### config.mk
export PLATFORM = sky130hd
export DESIGN_NAME = call_panel
export DESIGN_NICKNAME = d
export VERILOG_FILES = /design/src/rtl/elevator_pkg.sv /design/src/rtl/call_panel_debounce.sv /design/src/rtl/call_panel.sv
export SDC_FILE = /design/constraint.sdc
export NUM_CORES = 1
export LEC_CHECK = 0
export ABC_AREA = 1
export BUFFER_PORTS_ARGS = -buffer_cell sky130_fd_sc_hd__buf_2
export CAP_MARGIN = 20
export CORE_AREA = 2 2 64 66
export DETAILED_ROUTE_END_ITERATION = 8
export DIE_AREA = 0 0 66 68
export PLACE_DENSITY = 0.84
export SKIP_CTS_REPAIR_TIMING = 1
export SLEW_MARGIN = 20
export SYNTH_ARGS = -nofsm -noshare
export SYNTH_HDL_FRONTEND = slang
export SYNTH_SLANG_ARGS = --single-unit
### constraint.sdc
create_clock -name clk -period 2.8 [get_ports clk]
set_input_delay 0.84 -clock clk [delete_from_list [all_inputs] [get_ports clk]]
set_output_delay 0.84 -clock clk [all_outputs]
set_load 0.02 [all_outputs]
### src/rtl/elevator_pkg.sv
// Shared definitions for the elevator call panel: floor count, sweep-direction
// states and small floor-vector helpers used by the direction logic.
package elevator_pkg;

    localparam int NUM_FLOORS = 3;
    localparam int FLOOR_W    = $clog2(NUM_FLOORS);

    typedef enum logic [1:0] {
        IDLE = 2'd0,
        UP   = 2'd1,
        DOWN = 2'd2
    } dir_state_e;

    typedef logic [NUM_FLOORS-1:0] floor_vec_t;
    typedef logic [FLOOR_W-1:0]    floor_idx_t;

    function automatic logic onehot_ok(input floor_vec_t f);
        int unsigned n;
        n = 32'd0;
        for (int i = 0; i < NUM_FLOORS; i++) begin
            n = n + {31'd0, f[i]};
        end
        return (n == 32'd1);
    endfunction

    function automatic floor_idx_t floor_index(input floor_vec_t f);
        floor_idx_t idx;
        idx = '0;
        for (int i = 0; i < NUM_FLOORS; i++) begin
            if (f[i]) idx = floor_idx_t'(i);
            else      idx = idx;
        end
        return idx;
    endfunction

    function automatic floor_vec_t above_mask(input floor_idx_t idx);
        floor_vec_t m;
        for (int i = 0; i < NUM_FLOORS; i++) begin
            m[i] = (i > int'(idx));
        end
        return m;
    endfunction

    function automatic floor_vec_t below_mask(input floor_idx_t idx);
        floor_vec_t m;
        for (int i = 0; i < NUM_FLOORS; i++) begin
            m[i] = (i < int'(idx));
        end
        return m;
    endfunction

    // Scanning top-down leaves the lowest set bit as the final winner.
    function automatic floor_idx_t lowest_set(input floor_vec_t v);
        floor_idx_t idx;
        idx = '0;
        for (int i = NUM_FLOORS - 1; i >= 0; i--) begin
            if (v[i]) idx = floor_idx_t'(i);
            else      idx = idx;
        end
        return idx;
    endfunction

    function automatic floor_idx_t highest_set(input floor_vec_t v);
        floor_idx_t idx;
        idx = '0;
        for (int i = 0; i < NUM_FLOORS; i++) begin
            if (v[i]) idx = floor_idx_t'(i);
            else      idx = idx;
        end
        return idx;
    endfunction

    function automatic floor_vec_t idx_onehot(input floor_idx_t idx);
        floor_vec_t r;
        for (int i = 0; i < NUM_FLOORS; i++) begin
            r[i] = (i == int'(idx));
        end
        return r;
    endfunction

endpackage

### src/rtl/call_panel_debounce.sv
// Per-button debouncer: saturating run-length counter of consecutive high
// samples; level is high while the counter sits at DEBOUNCE_CYCLES.
module debounce #(
    parameter int DEBOUNCE_CYCLES = 4
) (
    input  logic clk,
    input  logic rst,
    input  logic in,
    output logic level
);

    localparam logic [7:0] LIMIT = 8'(DEBOUNCE_CYCLES);

    logic [7:0] cnt_q;
    logic [7:0] cnt_d;
    logic       level_q;

    // Next count: clear on any low sample, otherwise count up and saturate.
    always_comb begin
        cnt_d = cnt_q;
        if (!in) begin
            cnt_d = 8'd0;
        end else if (cnt_q != LIMIT) begin
            cnt_d = cnt_q + 8'd1;
        end else begin
            cnt_d = cnt_q;
        end
    end

    // Counter and registered debounced level.
    always_ff @(posedge clk) begin
        if (rst) begin
            cnt_q   <= 8'd0;
            level_q <= 1'b0;
        end else begin
            cnt_q   <= cnt_d;
            level_q <= (cnt_d == LIMIT);
        end
    end

    assign level = level_q;

endmodule

### src/rtl/call_panel.sv
// Elevator floor-call panel: debounces call buttons, latches pending requests
// until served, and picks the next floor with an up/down sweep FSM.
module call_panel
    import elevator_pkg::*;
#(
    parameter int DEBOUNCE_CYCLES = 4
) (
    input  logic clk,
    input  logic rst,
    input  logic button1,
    input  logic button2,
    input  logic button3,
    input  logic floor1,
    input  logic floor2,
    input  logic floor3,
    input  logic door,
    input  logic moving,
    output logic led1,
    output logic led2,
    output logic led3,
    output logic target1,
    output logic target2,
    output logic target3,
    output logic dir_up,
    output logic req_valid
);

    floor_vec_t button_s;
    floor_vec_t floor_s;
    floor_vec_t level_s;
    floor_vec_t level_prev_q;
    floor_vec_t rise_s;
    floor_vec_t served_s;
    floor_vec_t pending_q;
    floor_vec_t pending_d;
    floor_vec_t target_q;
    floor_vec_t target_d;
    floor_vec_t above_s;
    floor_vec_t below_s;
    floor_vec_t at_s;
    floor_idx_t cur_s;
    floor_idx_t la_s;
    floor_idx_t hb_s;
    floor_idx_t dist_up_s;
    floor_idx_t dist_dn_s;
    dir_state_e state_q;
    dir_state_e state_d;
    logic       floor_ok_s;
    logic       dir_up_q;
    logic       req_valid_q;

    assign button_s = {button3, button2, button1};
    assign floor_s  = {floor3, floor2, floor1};

    for (genvar g = 0; g < NUM_FLOORS; g++) begin : g_deb
        debounce #(
            .DEBOUNCE_CYCLES(DEBOUNCE_CYCLES)
        ) u_deb (
            .clk  (clk),
            .rst  (rst),
            .in   (button_s[g]),
            .level(level_s[g])
        );
    end

    // A non-one-hot floor reading can never serve a floor.
    assign floor_ok_s = onehot_ok(floor_s);
    assign served_s   = (floor_ok_s && door && !moving) ? floor_s : '0;
    assign rise_s     = level_s & ~level_prev_q;
    assign pending_d  = (pending_q | (rise_s & ~pending_q)) & ~served_s;

    assign cur_s     = floor_index(floor_s);
    assign above_s   = pending_q & above_mask(cur_s);
    assign below_s   = pending_q & below_mask(cur_s);
    assign at_s      = pending_q & floor_s;
    assign la_s      = lowest_set(above_s);
    assign hb_s      = highest_set(below_s);
    assign dist_up_s = la_s - cur_s;
    assign dist_dn_s = cur_s - hb_s;

    // Sweep direction and next target from the current pending set and floor.
    always_comb begin
        state_d  = state_q;
        target_d = target_q;
        if (!floor_ok_s) begin
            state_d  = state_q;
            target_d = target_q;
        end else if (pending_q == '0) begin
            state_d  = IDLE;
            target_d = '0;
        end else begin
            case (state_q)
                IDLE: begin
                    if ((above_s == '0) && (below_s == '0)) begin
                        state_d  = IDLE;
                        target_d = at_s;
                    end else if ((above_s != '0) && ((below_s == '0) || (dist_up_s <= dist_dn_s))) begin
                        state_d  = UP;
                        target_d = idx_onehot(la_s);
                    end else begin
                        state_d  = DOWN;
                        target_d = idx_onehot(hb_s);
                    end
                end
                UP: begin
                    if (above_s != '0) begin
                        state_d  = UP;
                        target_d = idx_onehot(la_s);
                    end else if (below_s != '0) begin
                        state_d  = DOWN;
                        target_d = idx_onehot(hb_s);
                    end else begin
                        state_d  = IDLE;
                        target_d = at_s;
                    end
                end
                DOWN: begin
                    if (below_s != '0) begin
                        state_d  = DOWN;
                        target_d = idx_onehot(hb_s);
                    end else if (above_s != '0) begin
                        state_d  = UP;
                        target_d = idx_onehot(la_s);
                    end else begin
                        state_d  = IDLE;
                        target_d = at_s;
                    end
                end
                default: begin
                    state_d  = IDLE;
                    target_d = '0;
                end
            endcase
        end
    end

    // Request, direction and output registers.
    always_ff @(posedge clk) begin
        if (rst) begin
            level_prev_q <= '0;
            pending_q    <= '0;
            target_q     <= '0;
            state_q      <= IDLE;
            dir_up_q     <= 1'b0;
            req_valid_q  <= 1'b0;
        end else begin
            level_prev_q <= level_s;
            pending_q    <= pending_d;
            target_q     <= target_d;
            state_q      <= state_d;
            dir_up_q     <= (state_d == UP);
            req_valid_q  <= (pending_d != '0);
        end
    end

    assign led1      = pending_q[0];
    assign led2      = pending_q[1];
    assign led3      = pending_q[2];
    assign target1   = target_q[0];
    assign target2   = target_q[1];
    assign target3   = target_q[2];
    assign dir_up    = dir_up_q;
    assign req_valid = req_valid_q;

endmodule

; Yosys cells after proc, flatten, opt, wreduce, memory -nomap -nowiden
; Index checks and enable logic that the tools add are counted.
[op_classes]
add_sub_neg = 7
multipliers = 0
div = 0
magnitude_cmp = 6
eq_ne = 14
n_shift = 0
n_mux = 31
n_bitwise = 10
reduce_logical = 15
[op_table]
columns = cell, count
row1 = 8-bit 2-to-1 mux, 6
row2 = "8-bit by 1-bit adder with 8-bit output, second input constant", 3
row3 = "8-bit by 3-bit == test with 1-bit output, second input constant", 3
row4 = 2-bit 2-to-1 mux, 12
row5 = 3-bit 2-to-1 mux, 8
row6 = "8-bit by 3-bit != test with 1-bit output, second input constant", 3
row7 = 3-bit bitwise AND, 6
row8 = 3-bit logical NOT, 3
row9 = 3-bit NOT, 3
row10 = 3-bit case mux with 3 select lines, 1
row11 = 3-bit nonzero test, 3
row12 = "2-bit == test, first input constant", 4
row13 = 2-bit logical NOT, 3
row14 = 2-bit case mux with 3 select lines, 1
row15 = "2-bit by 1-bit == test with 1-bit output, second input constant", 2
row16 = 1-bit logical AND, 4
row17 = "1-bit by 2-bit < comparator with 1-bit output, first input constant", 2
row18 = 2-bit subtractor, 2
row19 = 2-bit by 1-bit adder with 3-bit output, 1
row20 = "3-bit by 1-bit == test with 1-bit output, second input constant", 1
row21 = 1-bit 2-to-1 mux, 3
row22 = 3-bit OR, 1
row23 = 1-bit by 1-bit adder with 2-bit output, 1
row24 = "2-bit == test, second input constant", 1
row25 = 6 further kinds, 6
[totals]
regBits = 40
latchBits = 0
ram_bits = 0
rom_bits = 0
inputBits = 10
out_inout_bits = 8
elab_cells = 95
mem_count = 0

; Depth between registers and ports, before layout
[depth]
word_depth = 17
mapped_depth = 14
ltp_nobuf = 14

; Modules after synthesis
; From an unflattened synthesis, not the netlist that was laid out.
[hier_totals]
hier_cells = 354
hier_area_um2 = 2308.5
[modules_own_cells]
columns = mod, instances, cells_each, area_each_um2, seq_area_each_um2
row1 = debounce, 3, 80, 511.7, 180.2
row2 = call_panel, 1, 114, 773.2, 260.2

; Worst setup path after synthesis
; Ideal clock, no wire load.
[synth_path]
kind = input to register
from = input port floor3
to = register dir_up_q, in the netlist dir_up
setup_ps = 111
arrival_time_ps = 2220
required_time_ps = 2689
slack_ps = 470
stages = 14
path_buffers = 0
path_cell_list = inv_1 -> nand2_1 -> ha_1 -> xnor2_1 -> ha_1 -> inv_1 -> o21bai_1 -> nand3_1 -> nand2_1 -> nand2_1 -> nand2_1 -> nand2_1 -> nand2_1 -> nor2_1
[synth_between]
elab_chain_len = 16
elab_cells_between_ends = 35
classes_between = add/sub: 3 / order compare: 6 / eq/ne: 2 / mux: 15 / bitwise: 2 / reduce/logical: 7
[synth_rtl]
columns = item, line
row1 = from (decl), call_panel.sv:15  ; input logic floor3,
row2 = 2-bit 2-to-1 mux, elevator_pkg.sv:30  ; if (f[i]) idx = floor_idx_t'(i);
row3 = 2-bit greater-than comparator, elevator_pkg.sv:39  ; m[i] = (i > int'(idx));
row4 = 3-bit bitwise AND, call_panel.sv:73  ; assign above_s = pending_q & above_mask(cur_s);
row5 = 2-bit 2-to-1 mux (3 in a row), elevator_pkg.sv:57  ; if (v[i]) idx = floor_idx_t'(i);
row6 = 2-bit subtractor, call_panel.sv:78  ; assign dist_up_s = la_s - cur_s;
row7 = 2-bit less-or-equal comparator, call_panel.sv:97  ; end else if ((above_s != '0) && ((below_s == '0) || (dist_up_s <= dist_dn_s))) begin
row8 = 1-bit logical OR, call_panel.sv:97
row9 = 1-bit logical AND, call_panel.sv:97
row10 = 2-bit 2-to-1 mux, call_panel.sv:97
row11 = 2-bit 2-to-1 mux, call_panel.sv:94  ; if ((above_s == '0) && (below_s == '0)) begin
row12 = 2-bit case mux with 3 select lines, call_panel.sv:92  ; case (state_q)
row13 = 2-bit 2-to-1 mux, call_panel.sv:88  ; end else if (pending_q == '0) begin
row14 = 2-bit 2-to-1 mux (*), call_panel.sv:85  ; if (!floor_ok_s) begin
row15 = 2-bit by 1-bit == test with 1-bit output (*), call_panel.sv:151  ; dir_up_q <= (state_d == UP);
row16 = to (signal assigned), call_panel.sv:151
row17 = to (decl), call_panel.sv:49  ; logic dir_up_q;
; Mark *: on every way between the ends. The rest lies on a longest branch, timed or not.
; A chain may end at the register's enable or synchronous reset.

; Worst setup path after layout
; Ends and elaborated chain as after synthesis.

==> metrics.md <==
| Metric | Value |
|---|---|
| Number of placement rows | `23` |
| TritonCTS Buffers | `5` |
| Sum Neg Setup Slack | `0 ps` |
| Count of routing violations after the opening detailed-route iteration | `between 200 and 250` |
| Via count normalized by instance count | `between 5 and 6` |
| Required time of the critical path | `just under 3000 ps` |
| Tcrit/Tclk final | `between 80% and 90%` |
| Number of hold violations in the final report | `0` |
| Highest-count cells in the layout ignoring fill and taps | `sky130_fd_sc_hd__nand2_1, sky130_fd_sc_hd__nor2_1, sky130_fd_sc_hd__inv_1` |
| Worst-skew pair later-pin latency | `between 200 and 300 ps` |
| CTS HTree Levels | `2` |
| Global-route wire length before repair | `between 7 and 8 mm` |
| Crit Path Max Fanout | `6` |
| Sequential-to-total area share from yosys stat | `a little under two fifths` |
| Area of the placeable core | `roughly 3900 µm²` |
| Post-Synthesis Net Count | `~350` |
| Routed WL per cell | `about 11 µm` |
| Fillers | `~360` |
| Setup slack after layout | `about 440 ps` |
| Maximum count of clock buffers along a single path | `2` |
| Residual antenna-violating net count after detailed routing | `0` |
| Number of synthesized flops with an enable pin | `0` |
| Worst vdd ir | `about 0.29 mV` |
| DRC violations left | `0` |
| Async set or reset register ratio after synthesis | `0%` |
| Placer congestion estimate | `~0.87` |
| Worst slew pin tran | `316 ps` |
| Slew Viols, Final | `0` |
| Multi-input combinational cell area | `about 1200 µm²` |
| Clock root buffer master | `sky130_fd_sc_hd__clkbuf_8` |
| RSZ-0062 raised after global routing | `false` |
| Most common flop cell mapped by yosys | `sky130_fd_sc_hd__dfxtp_1` |
| Number of instances in the synthesized netlist | `between 300 and 400` |
| Most common cell after layout, fill and taps aside | `sky130_fd_sc_hd__nand2_1` |
| DIE AREA | `roughly 4500 µm²` |
| Status | `finished clean` |
| Final clock skew | `between 4 and 5 ps` |
| Final HPWL DP | `~3.2 mm` |
| Capturing element type of the critical path | `flop` |
| Class of the most critical hold timing path | `reg -> reg` |
| Cell area after technology mapping | `between 2000 and 2500 µm²` |
| Antenna fix cells | `0` |
| Global route total overflow | `0` |
| Minimum hold slack | `about 430 ps` |
| Core occupancy in the finished layout | `approximately 62%` |
| Number of top-level pins | `18` |
| Instance area after placement | `2310 µm²` |
| Total setup violations reported at the end of the flow | `0` |
| Post-Place Cells | `~400` |
| Synth warn | `0` |
| Layout overhead on the synthesized area | `10.3%` |
| Setup Slack @ Placement | `roughly 140 ps` |
| Detailed-router iteration count before antenna repair | `4` |
| Critical path data arrival time | `roughly 2600 ps` |
| Total area of sequential cells | `801 µm²` |
| Die outline height | `around 70 µm` |
| Element type at the critical path start | `primary input` |
| Max-Slew Margin vs Limit | `between 70% and 80%` |
| Number of nets in the final layout | `around 370` |
| Number of different library cells in the post-synthesis netlist | `26` |
| Max Freq | `423 MHz` |
| Sink count of the clock tree | `40` |
| Layout cells sized above 1 | `8.88%` |
| Die X-Extent | `about 66 µm` |
| Antenna violations before repair | `0` |
| Clock edge transition at the registers on the reported setup and hold paths | `70 ps` |
| Overall track demand over capacity in global routing | `roughly a fifth` |
| CTS tree | `yes` |
| Overall routed net length | `approximately 4.2 mm` |
| Static leakage power | `roughly 1.1 nW` |
| Largest net degree at the start of global routing | `30` |
| Max-cap violations | `0` |
| Total power | `roughly 1.1 mW` |
| Number of global-route vias before repair | `between 1500 and 2000` |
| Non-filler instance count after layout | `about 400` |
| Routed vias | `2009` |
| Post-Syn Area per Cell | `~6.6 µm²` |
| Final Instance Area | `roughly 2400 µm²` |
| Port Buffers | `17` |
| Yosys reg bits | `40` |
| Power density over the cells | `roughly 440 nW/µm²` |
| Setup CP Type | `in -> reg` |
| Starting Density | `a little under three fifths` |
| Minimum clock period after layout | `approximately 2400 ps` |
[synthesized netlist by cell type, types with 3 or more instances]
cell	number	area, µm²
sky130_fd_sc_hd__nand4_1	8	50.1
sky130_fd_sc_hd__clkbuf_1	3	11.3
sky130_fd_sc_hd__o21ai_0	18	90.1
sky130_fd_sc_hd__ha_1	9	113
sky130_fd_sc_hd__nand3_1	29	145
sky130_fd_sc_hd__dfxtp_1	40	801
sky130_fd_sc_hd__o21bai_1	5	37.5
sky130_fd_sc_hd__xnor2_1	3	26.3
sky130_fd_sc_hd__inv_1	49	184
sky130_fd_sc_hd__nand2_1	76	285
sky130_fd_sc_hd__a21oi_1	7	35.0
sky130_fd_sc_hd__xor2_1	5	43.8
sky130_fd_sc_hd__nor2_1	57	214
sky130_fd_sc_hd__nor3_1	4	20.0
[sequential cells by signal, summed over array words and instances (netlist names)]
name,flops
req_valid,1
g_deb.u_deb.level,3
g_deb.u_deb.cnt_q,24
state_q,2
target_q,3
dir_up,1
level_prev_q,3
pending_q,3
[worst max-delay path, cell delays in order]
cell and delay [ps]:
sky130_fd_sc_hd__buf_2 130, sky130_fd_sc_hd__inv_1 160, sky130_fd_sc_hd__nand2_1 120, sky130_fd_sc_hd__ha_1 220, sky130_fd_sc_hd__xnor2_1 120, sky130_fd_sc_hd__ha_1 290, sky130_fd_sc_hd__inv_1 40, sky130_fd_sc_hd__o21bai_1 150
sky130_fd_sc_hd__nand3_1 110, sky130_fd_sc_hd__nand2_1 80, sky130_fd_sc_hd__nand2_1 60, sky130_fd_sc_hd__nand2_1 60, sky130_fd_sc_hd__nand2_1 40, sky130_fd_sc_hd__nand2_1 70, sky130_fd_sc_hd__nor2_1 50
[report_power, final]
part,internal (mW),switching (mW),total [mW]
clock,0.201,0.184,0.385
combinational,0.0327,0.0608,0.0935
sequential,0.577,0.00713,0.584
[routing by layer]
metal  global-route usage (%)  part of all wire (%)
met3                     5.59                   4.4
met5                        0                     0
met1                     25.4                    47
met4                     11.0                   2.8
met2                     35.5                    46
[final timing paths]
check        cells past startpoint                  from  slack, ps              end
min reg2reg                      2  g_deb[0].u_deb.level        430  level_prev_q[0]
max reg2reg                     14          pending_q[1]        890           dir_up
max                             15                floor3        440           dir_up
min                              2  g_deb[0].u_deb.level        430  level_prev_q[0]
[cell type report]
class	instances	share of cell area (%)
multi-input cells	234	48.9
flip-flops and latches	40	33.3
inverters	49	7.65
repair buffers	18	3.85
clock buffers	8	3.75
well taps	50	2.60
[cells by family after synthesis]
group                      Yosys count  share of synthesized area [%]
AOI/OAI and AO/OA                   33                           8.38
xor gates and xnor gates             8                           3.21
adders and majority gates           10                           6.09
buffers and inverters               54                           9.36
DFF                                 40                           36.7
and+or+nand+nor                    183                           36.2
Note: power is estimated with default switching activity, not from simulation.
